## config.mk

```make
export PLATFORM = sky130hd
export DESIGN_NAME = shift_seq8_flat
export DESIGN_NICKNAME = d
export VERILOG_FILES = /design/src/rtl/shift_seq8_pkg.sv /design/src/rtl/shift_seq8_if.sv /design/src/rtl/shift_seq8_step8.sv /design/src/rtl/shift_seq8.sv /design/src/flat_wrapper.sv
export SDC_FILE = /design/constraint.sdc
export NUM_CORES = 1
export LEC_CHECK = 0
export BUFFER_PORTS_ARGS = -buffer_cell sky130_fd_sc_hd__buf_2
export CORE_ASPECT_RATIO = 1.5
export CORE_MARGIN = 3
export CORE_UTILIZATION = 25
export CTS_CLUSTER_SIZE = 16
export DETAILED_ROUTE_END_ITERATION = 10
export PLACE_DENSITY_LB_ADDON = 0.2
export SYNTH_ARGS = -nofsm -noshare
export SYNTH_HDL_FRONTEND = slang
export SYNTH_SLANG_ARGS = --single-unit
```

## constraint.sdc

```tcl
create_clock -name clk -period 5.2 [get_ports clk]
set_clock_uncertainty 0.15 [all_clocks]
set_input_delay 1.04 -clock clk [delete_from_list [all_inputs] [get_ports clk]]
set_output_delay 1.04 -clock clk [all_outputs]
set_load 0.01 [all_outputs]
```

## src/rtl/shift_seq8_pkg.sv

```systemverilog
// Shared definitions for the 8-bit shift sequencer: widths, shifter command
// codes, request op encodings, FSM states and the request-to-command mapping.
// Optional build macro: SHIFT_SEQ_ROR_EN (request op 11 becomes rotate right).
package shift_seq8_pkg;

  localparam int unsigned WIDTH    = 8;
  localparam int unsigned AMT_W    = 3;
  localparam int unsigned STEP_MAX = 3;

  typedef enum logic [2:0] {
    CmdNop  = 3'b000,
    CmdLoad = 3'b001,
    CmdLsl  = 3'b010,
    CmdLsr  = 3'b011,
    CmdAsr  = 3'b100,
    CmdRor  = 3'b101
  } cmd_op_e;

  typedef enum logic [1:0] {
    ReqLsl = 2'b00,
    ReqLsr = 2'b01,
    ReqAsr = 2'b10,
    ReqRor = 2'b11
  } req_op_e;

  typedef enum logic [1:0] {
    StIdle  = 2'b00,
    StLoad  = 2'b01,
    StShift = 2'b10,
    StResp  = 2'b11
  } state_e;

  // Shifter command issued for each step of a request op.
  function automatic cmd_op_e req_to_cmd(req_op_e op);
    cmd_op_e cmd;
    case (op)
      ReqLsl:  cmd = CmdLsl;
      ReqLsr:  cmd = CmdLsr;
      ReqAsr:  cmd = CmdAsr;
`ifdef SHIFT_SEQ_ROR_EN
      ReqRor:  cmd = CmdRor;
`else
      ReqRor:  cmd = CmdNop;
`endif
      default: cmd = CmdNop;
    endcase
    return cmd;
  endfunction

endpackage

```

## src/rtl/shift_seq8_if.sv

```systemverilog
// Request / response / shifter-command bundle of the shift sequencer.
// master: request source and response sink; slave: the sequencer.
interface shift_seq8_if;
  import shift_seq8_pkg::*;

  logic             req_valid;
  logic             req_ready;
  logic [1:0]       req_op;
  logic [AMT_W-1:0] req_amt;
  logic [WIDTH-1:0] req_data;
  logic             rsp_valid;
  logic             rsp_ready;
  logic [WIDTH-1:0] rsp_data;
  logic [2:0]       cmd_op;
  logic [1:0]       cmd_shamt;
  logic             busy;

  modport master (
    output req_valid, req_op, req_amt, req_data, rsp_ready,
    input  req_ready, rsp_valid, rsp_data, cmd_op, cmd_shamt, busy
  );

  modport slave (
    input  req_valid, req_op, req_amt, req_data, rsp_ready,
    output req_ready, rsp_valid, rsp_data, cmd_op, cmd_shamt, busy
  );

endinterface

```

## src/rtl/shift_seq8_step8.sv

```systemverilog
// Combinational single-step shifter (0..3 positions) mirroring the datapath
// shifter, used to keep the sequencer's shadow register in step.
// Optional build macro: SHIFT_SEQ_ROR_EN (adds the rotate-right command).
module shift_seq8_step8
  import shift_seq8_pkg::*;
(
  input  cmd_op_e          op_i,
  input  logic [1:0]       shamt_i,
  input  logic [WIDTH-1:0] d_i,
  output logic [WIDTH-1:0] d_o
);

  // One shift step; any non-shift command passes the data through.
  always_comb begin
    d_o = d_i;
    case (op_i)
      CmdLsl: d_o = d_i << shamt_i;
      CmdLsr: d_o = d_i >> shamt_i;
      CmdAsr: d_o = $signed(d_i) >>> shamt_i;
`ifdef SHIFT_SEQ_ROR_EN
      // shamt 0 shifts left by WIDTH, which yields zero and keeps d_i intact.
      CmdRor: d_o = (d_i >> shamt_i) | (d_i << (WIDTH - 32'(shamt_i)));
`endif
      default: d_o = d_i;
    endcase
  end

endmodule

```

## src/rtl/shift_seq8.sv

```systemverilog
// Shift sequencer: accepts one shift request, issues LOAD then shift steps of
// at most STEP_MAX onto the shifter command port, tracks the result in a
// shadow register and returns it over a valid/ready response.
// Command outputs are registered, so each command appears one cycle after
// the state that produced it.
// Optional build macro: SHIFT_SEQ_ROR_EN (request op 11 rotates right instead
// of passing the operand through unchanged).
module shift_seq8
  import shift_seq8_pkg::*;
(
  input logic         clk,
  input logic         reset,
  shift_seq8_if.slave bus
);

  state_e           state_q, state_d;
  req_op_e          op_q, op_d;
  logic [AMT_W-1:0] rem_q, rem_d;
  logic [WIDTH-1:0] data_q, data_d;
  logic [WIDTH-1:0] shadow_q, shadow_d;
  logic             rsp_valid_q, rsp_valid_d;
  cmd_op_e          cmd_op_q, cmd_op_d;
  logic [1:0]       cmd_shamt_q, cmd_shamt_d;
  logic             busy_q, busy_d;

  logic             passthru;
  logic [1:0]       step;
  logic [WIDTH-1:0] step_out;
  cmd_op_e          shift_cmd;

`ifdef SHIFT_SEQ_ROR_EN
  assign passthru = 1'b0;
`else
  assign passthru = (op_q == ReqRor);
`endif

  assign shift_cmd = req_to_cmd(op_q);
  assign step      = (rem_q > AMT_W'(STEP_MAX)) ? 2'(STEP_MAX) : rem_q[1:0];

  shift_seq8_step8 u_step (
    .op_i    (shift_cmd),
    .shamt_i (step),
    .d_i     (shadow_q),
    .d_o     (step_out)
  );

  // Next state, datapath updates and next registered outputs.
  always_comb begin
    state_d     = state_q;
    op_d        = op_q;
    rem_d       = rem_q;
    data_d      = data_q;
    shadow_d    = shadow_q;
    rsp_valid_d = 1'b0;
    cmd_op_d    = CmdNop;
    cmd_shamt_d = 2'b00;
    unique case (state_q)
      StIdle: begin
        if (bus.req_valid) begin
          op_d    = req_op_e'(bus.req_op);
          rem_d   = bus.req_amt;
          data_d  = bus.req_data;
          state_d = StLoad;
        end
      end
      StLoad: begin
        cmd_op_d = CmdLoad;
        shadow_d = data_q;
        state_d  = (rem_q != '0 && !passthru) ? StShift : StResp;
      end
      StShift: begin
        cmd_op_d    = shift_cmd;
        cmd_shamt_d = step;
        shadow_d    = step_out;
        rem_d       = rem_q - {1'b0, step};
        if (rem_q <= AMT_W'(STEP_MAX)) begin
          state_d = StResp;
        end
      end
      StResp: begin
        // rsp_valid rises the cycle after entry and falls on the handshake edge.
        if (rsp_valid_q && bus.rsp_ready) begin
          state_d = StIdle;
        end else begin
          rsp_valid_d = 1'b1;
        end
      end
      default: state_d = StIdle;
    endcase
    busy_d = (state_d != StIdle);
  end

  // State and datapath registers.
  always_ff @(posedge clk or posedge reset) begin
    if (reset) begin
      state_q     <= StIdle;
      op_q        <= ReqLsl;
      rem_q       <= '0;
      data_q      <= '0;
      shadow_q    <= '0;
      rsp_valid_q <= 1'b0;
      cmd_op_q    <= CmdNop;
      cmd_shamt_q <= 2'b00;
      busy_q      <= 1'b0;
    end else begin
      state_q     <= state_d;
      op_q        <= op_d;
      rem_q       <= rem_d;
      data_q      <= data_d;
      shadow_q    <= shadow_d;
      rsp_valid_q <= rsp_valid_d;
      cmd_op_q    <= cmd_op_d;
      cmd_shamt_q <= cmd_shamt_d;
      busy_q      <= busy_d;
    end
  end

  assign bus.req_ready = (state_q == StIdle);
  assign bus.rsp_valid = rsp_valid_q;
  assign bus.rsp_data  = shadow_q;
  assign bus.cmd_op    = cmd_op_q;
  assign bus.cmd_shamt = cmd_shamt_q;
  assign bus.busy      = busy_q;

endmodule

```

## src/flat_wrapper.sv

```systemverilog
// flat-port wrapper written by rule: the top's interface ports become plain ports
module shift_seq8_flat import shift_seq8_pkg::*;
  (clk, reset, bus_req_valid, bus_req_op, bus_req_amt, bus_req_data, bus_rsp_ready, bus_req_ready, bus_rsp_valid, bus_rsp_data, bus_cmd_op, bus_cmd_shamt, bus_busy);
  shift_seq8_if bus_i ();
  input logic clk;
  input logic reset;
  input wire logic [$bits(bus_i.req_valid)-1:0] bus_req_valid;
  input wire logic [$bits(bus_i.req_op)-1:0] bus_req_op;
  input wire logic [$bits(bus_i.req_amt)-1:0] bus_req_amt;
  input wire logic [$bits(bus_i.req_data)-1:0] bus_req_data;
  input wire logic [$bits(bus_i.rsp_ready)-1:0] bus_rsp_ready;
  output wire logic [$bits(bus_i.req_ready)-1:0] bus_req_ready;
  output wire logic [$bits(bus_i.rsp_valid)-1:0] bus_rsp_valid;
  output wire logic [$bits(bus_i.rsp_data)-1:0] bus_rsp_data;
  output wire logic [$bits(bus_i.cmd_op)-1:0] bus_cmd_op;
  output wire logic [$bits(bus_i.cmd_shamt)-1:0] bus_cmd_shamt;
  output wire logic [$bits(bus_i.busy)-1:0] bus_busy;
  assign bus_i.req_valid = bus_req_valid;
  assign bus_i.req_op = bus_req_op;
  assign bus_i.req_amt = bus_req_amt;
  assign bus_i.req_data = bus_req_data;
  assign bus_i.rsp_ready = bus_rsp_ready;
  assign bus_req_ready = bus_i.req_ready;
  assign bus_rsp_valid = bus_i.rsp_valid;
  assign bus_rsp_data = bus_i.rsp_data;
  assign bus_cmd_op = bus_i.cmd_op;
  assign bus_cmd_shamt = bus_i.cmd_shamt;
  assign bus_busy = bus_i.busy;
  shift_seq8 u_core (.clk(clk), .reset(reset), .bus(bus_i));
endmodule
```

; ---- Yosys cells after proc, flatten, opt, wreduce, memory -nomap -nowiden
; Index checks and enable logic that the tools add are counted.
; Widths: inputs -> output; s select.
[word_totals]
reg_bits = 30
latchBits = 0
mem_bits_rw = 0
romBits = 0
out_inout_bits = 16
n_memories = 0
[op_classes]
n_addsub = 1
n_mul = 0
div_mod_pow = 0
magnitude_cmp = 2
n_eq_ne = 11
shift = 3
mux = 15
bitwise_logic = 0
reduce_logical = 12
[op_table]
columns = cell, n
row1 = $pmux 8 s3, 1
row2 = $pmux 8 s2, 1
row3 = $pmux 3 s2, 2
row4 = $pmux 3 s4, 1
row5 = $mux 2, 5
row6 = $eq 2x2->1 const B, 4
row7 = $pmux 2 s4, 1
row8 = $shl 8x2->8, 1
row9 = $shr 8x2->8, 1
row10 = $sshr 8x2->8, 1
row11 = $eq 3x2->1 const B, 2
row12 = $reduce_and 2->1, 3
row13 = $reduce_bool 2->1, 3
row14 = $eq 2x1->1 const B, 2
row15 = $logic_not 2->1, 2
row16 = $ne 4x4->1 const B, 1
row17 = $eq 3x3->1 const B, 1
row18 = $gt 3x2->1 const B, 1
row19 = $le 3x2->1 const B, 1
row20 = $mux 1, 3
row21 = $mux 3, 1
row22 = $reduce_bool 3->1, 1
row23 = $sub 3x2->3, 1
row24 = $logic_and 1x1->1, 2
row25 = 2 further kinds, 2

; ---- Depth between registers and ports, before layout
[depth]
ltp_word = 6
depth_mapped = 8
mapped_depth_nobuf = 7

; ---- Hierarchy
; A second synthesis with hierarchy kept.
[unflattened]
hier_cells = 211
hier_area_um2 = 2129.5
[modules_own_cells]
columns = module, n_inst, cells_each, area_each_um2
row1 = shift_seq8, 1, 121, 1442.6
row2 = shift_seq8_step8, 1, 90, 686.9

; ---- Worst setup path after synthesis
; Ideal clock, no wire load.
[synth_timing]
path_type = input to register
startpoint = input port bus_rsp_ready
endpoint = register u_core.busy_q, in the netlist u_core.bus.busy
setup_time_ns = 0.127
arrival_time_ns = 1.835
t_required_ns = 4.923
setup_slack_ns = 3.088
path_stages = 5
path_buffers = 0
cell_sequence = a21boi_0 o21ai_0 o211ai_1 o22a_1 or2_2
[synth_via]
elab_chain_cells = 4
[synth_lines]
columns = item, line
row1 = start: declaration, flat_wrapper.sv:11  ; input wire logic [$bits(bus_i.rsp_ready)-1:0] bus_rsp_ready;
row2 = $logic_and 1x1->1, shift_seq8.sv:82  ; if (rsp_valid_q && bus.rsp_ready) begin
row3 = $mux 2, shift_seq8.sv:82
row4 = $pmux 2 s4, shift_seq8.sv:57  ; unique case (state_q)
row5 = net u_core.state_d[0], shift_seq8.sv:16  ; state_e state_q, state_d;
row6 = $reduce_bool 2->1, shift_seq8.sv:90  ; busy_d = (state_d != StIdle);
row7 = net u_core.busy_d, shift_seq8.sv:24  ; logic busy_q, busy_d;
row8 = end signal: assignment, shift_seq8.sv:114  ; busy_q <= busy_d;
row9 = end: declaration, shift_seq8.sv:24
; The timed path passes the listed nets, and every way through them passes these cells.
; A chain may end at the register's enable or synchronous reset.

; ---- Worst setup path after layout
[layout_timing]
startpoint = register u_core.state_q[0]
endpoint = register u_core.shadow_q[0], in the netlist u_core.bus.rsp_data[0]
[layout_via]
elab_chain_cells = 3
word_cells_on_any_way = 6
[layout_lines]
columns = item, line
row1 = start: declaration, shift_seq8.sv:16
row2 = start signal: assignment, shift_seq8.sv:96  ; state_q <= StIdle;
row3 = start signal: assignment, shift_seq8.sv:106  ; state_q <= state_d;
row4 = $eq 2x2->1 / $eq 2x1->1 (equally long branches), shift_seq8.sv:57
row5 = $ne 4x4->1 (no source line) / $reduce_bool 2->1 (equally long branches), --
row6 = $reduce_and 2->1 (no source line), --
row7 = end signal: assignment, shift_seq8.sv:110  ; shadow_q <= shadow_d;
row8 = end: declaration, shift_seq8.sv:20  ; logic [WIDTH-1:0] shadow_q, shadow_d;
; Parallel ways exist; a longest one is shown, timed or not.

==> impl_results.md <==
- Status: finished clean
- Input/output buffers: 32
- Final Hold Fails: 0
- Avg Inst Size Synth: 9.145 sq um
- Post-CTS sizing: 0
- Critical path origin: u_core.state_q[0]$_DFF_PP0_
- Final setup viols: 0
- Power per cell area: 692.9 nW/um^2
- H-tree depth: 2
- Cts bufs inserted: 5
- Unrepaired setup endpoints after global routing: false
- Most used DFF post-synth: dfrtp_1
- 1st-iter DRT viols: 98
- Fin crit period: 2.745 ns
- Layout Nets: around 260
- Reg power frac: between 30% and 40%
- Synth Area in Compound Gates: a little under a quarter
- MaxCap Viol Count: 0
- Max transition margin: 45.93%
- Max VDD drop: roughly 0.00021 V
- Largest net degree at the start of global routing: 31
- EDFF count, synth: 0
- Sequential cell area fraction in the yosys report: 39.66%
- FF-to-FF Start: u_core.state_q[0]$_DFF_PP0_
- Net Switching: around 0.73 mW
- WP data required: about 5.2 ns
- CTS Sinks: 30
- Worst Setup End Kind: flip-flop
- Worst Path Arrival: 2.72 ns
- Syn Nets: approximately 240
- Synth Register Bits: 30
- Layout cells sized above 1: between 20% and 30%
- FF-to-FF path depth: 8
- DR DRC count: 0
- I/O pin cnt: 33
- Routed Antenna Nets: 0
- Unique masters post-synth: between 40 and 50
- Setup TNS: 0 ns
- # fillers: 785
- Via count: 1666
- Slew of the pin with the lowest slew margin: around 0.81 ns
- Crit path to: u_core.bus.rsp_data[0]$_DFFE_PP0P_
- Simple-Gate Fraction of Synth Area: 15.73%
- 1st-pass router iterations: 5
- Chip width: 77.05 um
- FP Rows: 38
- Clock power frac: around 13%
- CORE AREA: between 7000 and 8000 sq um
- Asr flop ratio synth: 100.0%
- Global-route wire length before repair: roughly 8500 um
- Fin crit share: a little over half
- Max Clk Rate: roughly 360 MHz
- Multiplexer share of the synthesized area: about 9%
- Initial antenna violation count: 0
- Reg-to-reg slack, setup: 2.46 ns
- Layout area overhead: 17.12%
- Postcts setup bufs: 0
- GRT Overall Usage: between 10% and 20%
- Worst Hold Class: flip-flop to flip-flop
- Clk buf depth: 2
- CTS tree: yes
- Number of diodes: 0
- P_leak: 0.9905 nW
- Mapped Cells: 207
- DR vias/cell: 4.958
- Max FO, Critical Path: 23
- Max-slew violations: 0
- Adder-cell share of the synthesized area: under 10%
- Crit path kind: flip-flop to flip-flop
- Initial Utilization: roughly a quarter
- Xor/xnor share of the synthesized area: 0%
- Clock root cell: clkbuf_8
- Gp weighted congestion: about 0.86
- Combinational power share: 53.8%
- Post-layout util: a little over 30%
- Mapped Area: 1893 sq um
- RR Endpoint: u_core.bus.rsp_data[0]$_DFFE_PP0P_
- Die H: about 110 um
- Net Sw Frac: around 47%
- CP startpoint kind: flip-flop
- Post-CTS Hold Buffers: 0
- Total Wirelength: 5031 um
- Vias in the first global route: ~1800
- Avg WL per Cell: 14.97 um
- Hpwl dp: ~3700 um
- Synth warn: 0
- Total congestion overflow: 0
- Die ar.: around 8700 sq um
- Worst-path clk slew: 0.06 ns
- Main combinational cell family by area after synthesis: compound AO/OA/AOI/OAI gates
- Cell internal pwr: between 0.8 and 0.9 mW
- Worst-Skew Late Latency: ~0.28 ns
[power by group through the flow]
stage / Clock (mW) / Sequential (mW) / Combinational, mW
detailed placement: 0 / 0.514 / 0.833
global placement: 0 / 0.512 / 0.843
global route: 0.216 / 0.532 / 0.942
finish: 0.198 / 0.512 / 0.827
floorplan: 0 / 0.450 / 0.661
CTS: 0.206 / 0.510 / 0.837
[how the worst min path moves through the flow]
stage / from / endpoint / slack (ns) / cells past startpoint
final: u_core.data_q[4]$_DFFE_PP0P_ / u_core.data_q[4]$_DFFE_PP0P_ / 0.36 / 1
after global routing: u_core.data_q[0]$_DFFE_PP0P_ / u_core.data_q[0]$_DFFE_PP0P_ / 0.39 / 1
after CTS: u_core.data_q[4]$_DFFE_PP0P_ / u_core.data_q[4]$_DFFE_PP0P_ / 0.36 / 1
after detailed placement: u_core.data_q[4]$_DFFE_PP0P_ / u_core.data_q[4]$_DFFE_PP0P_ / 0.34 / 1
after global placement: u_core.data_q[4]$_DFFE_PP0P_ / u_core.data_q[4]$_DFFE_PP0P_ / 0.34 / 1
after floorplan: u_core.data_q[6]$_DFFE_PP0P_ / u_core.data_q[6]$_DFFE_PP0P_ / 0.32 / 1
[through the flow]
step                      power [mW]  setup WS (ns)  hold WS (ns)  cells  area, sq um
after global placement         1.355          2.558        0.3410    328         2126
after floorplan                1.111          3.088        0.3240    207         1893
after CTS                      1.554          2.439        0.3606    336         2217
final                          1.536          2.455        0.3565    336         2217
after detailed placement       1.347          2.471        0.3445    328         2126
after global routing           1.690          2.134        0.3926    336         2217
[metal layers]
layer / up-vias / GRT usage [%] / routed length [um]
met1: 788 / 14.11 / 2122
met3: 12 / 2.488 / 199
met5: - / 0 / 0
met2: 57 / 21.25 / 2531
li1: 809 / - / -
met4: 0 / 6.770 / 177
[synth_stat cells (2+ instances only)]
cell type / count / area [sq um]
a211oi_1: 5 / 37.54
nor3b_1: 2 / 15.01
nand2b_1: 2 / 12.51
ha_1: 11 / 137.6
nor2b_1: 5 / 31.28
mux2_2: 10 / 112.6
buf_2: 6 / 30.03
nand2_1: 19 / 71.32
nor3_1: 6 / 30.03
nand3_1: 3 / 15.01
o32ai_1: 2 / 17.52
clkbuf_1: 4 / 15.01
a21oi_1: 16 / 80.08
a22oi_1: 2 / 15.01
o21ai_0: 15 / 75.07
dfrtp_1: 30 / 750.7
or2_1: 2 / 12.51
buf_4: 3 / 22.52
o221ai_1: 3 / 26.28
and3_1: 2 / 12.51
or3_1: 3 / 18.77
inv_1: 9 / 33.78
o22ai_1: 4 / 25.02
nor2_1: 14 / 52.55
o211ai_1: 2 / 15.01
o31ai_1: 5 / 37.54
mux2i_1: 6 / 60.06
[layout by cell type (no fill, tap or decap), types with 2 or more instances in the layout]
cell type | synthesis | layout
buf_2 | 6 | 32
dfrtp_1 | 30 | 30
nand2_1 | 19 | 19
a21oi_1 | 16 | 16
o21ai_0 | 15 | 15
nor2_1 | 14 | 14
ha_1 | 11 | 11
mux2_2 | 10 | 10
inv_1 | 9 | 9
nor3_1 | 6 | 6
mux2i_1 | 6 | 6
clkbuf_8 | 0 | 6
nor2b_1 | 5 | 5
o31ai_1 | 5 | 5
a211oi_1 | 5 | 5
o22ai_1 | 4 | 4
or3_1 | 3 | 3
o221ai_1 | 3 | 3
nand3_1 | 3 | 3
nand2b_1 | 2 | 2
nor3b_1 | 2 | 2
a22oi_1 | 2 | 2
or2_1 | 2 | 2
o211ai_1 | 2 | 2
and3_1 | 2 | 2
o32ai_1 | 2 | 2
buf_4 | 3 | 2
[area by class of cell]
cell class / instances / area, sq um / area share (%)
clock inverter: 1 / 5.005 / 0.2257
clock buffer: 7 / 86.33 / 3.894
sequential: 30 / 750.7 / 33.86
timing repair buffer: 34 / 175.2 / 7.901
inverter: 10 / 37.54 / 1.693
tap: 100 / 125.1 / 5.643
multi-input combinational: 154 / 1037 / 46.78
[cells by family after synthesis]
kind of cell	Yosys count
buffers and inverters	23
multiplexers	16
AO/OA/AOI/OAI	65
AND/OR/NAND/NOR	62
adder cells (fa/ha/maj)	11
flip-flops	30
[sequential cells by signal (all words and copies together) (netlist names)]
signal                count
u_core.state_q            2
u_core.data_q             8
u_core.op_q               2
u_core.bus.rsp_data       8
u_core.rem_q              3
u_core.bus.cmd_shamt      2
u_core.bus.cmd_op         3
u_core.bus.busy           1
u_core.bus.rsp_valid      1
[critical path, stage by stage (launching register included)]
cell and delay, ns:
dfrtp_1 0.43, inv_1 0.12, ha_1 0.70, inv_2 0.25, o41ai_1 0.39, buf_4 0.23
or3_1 0.12, a311o_1 0.11, o221ai_1 0.10
Power figures use the tool's default switching activity.
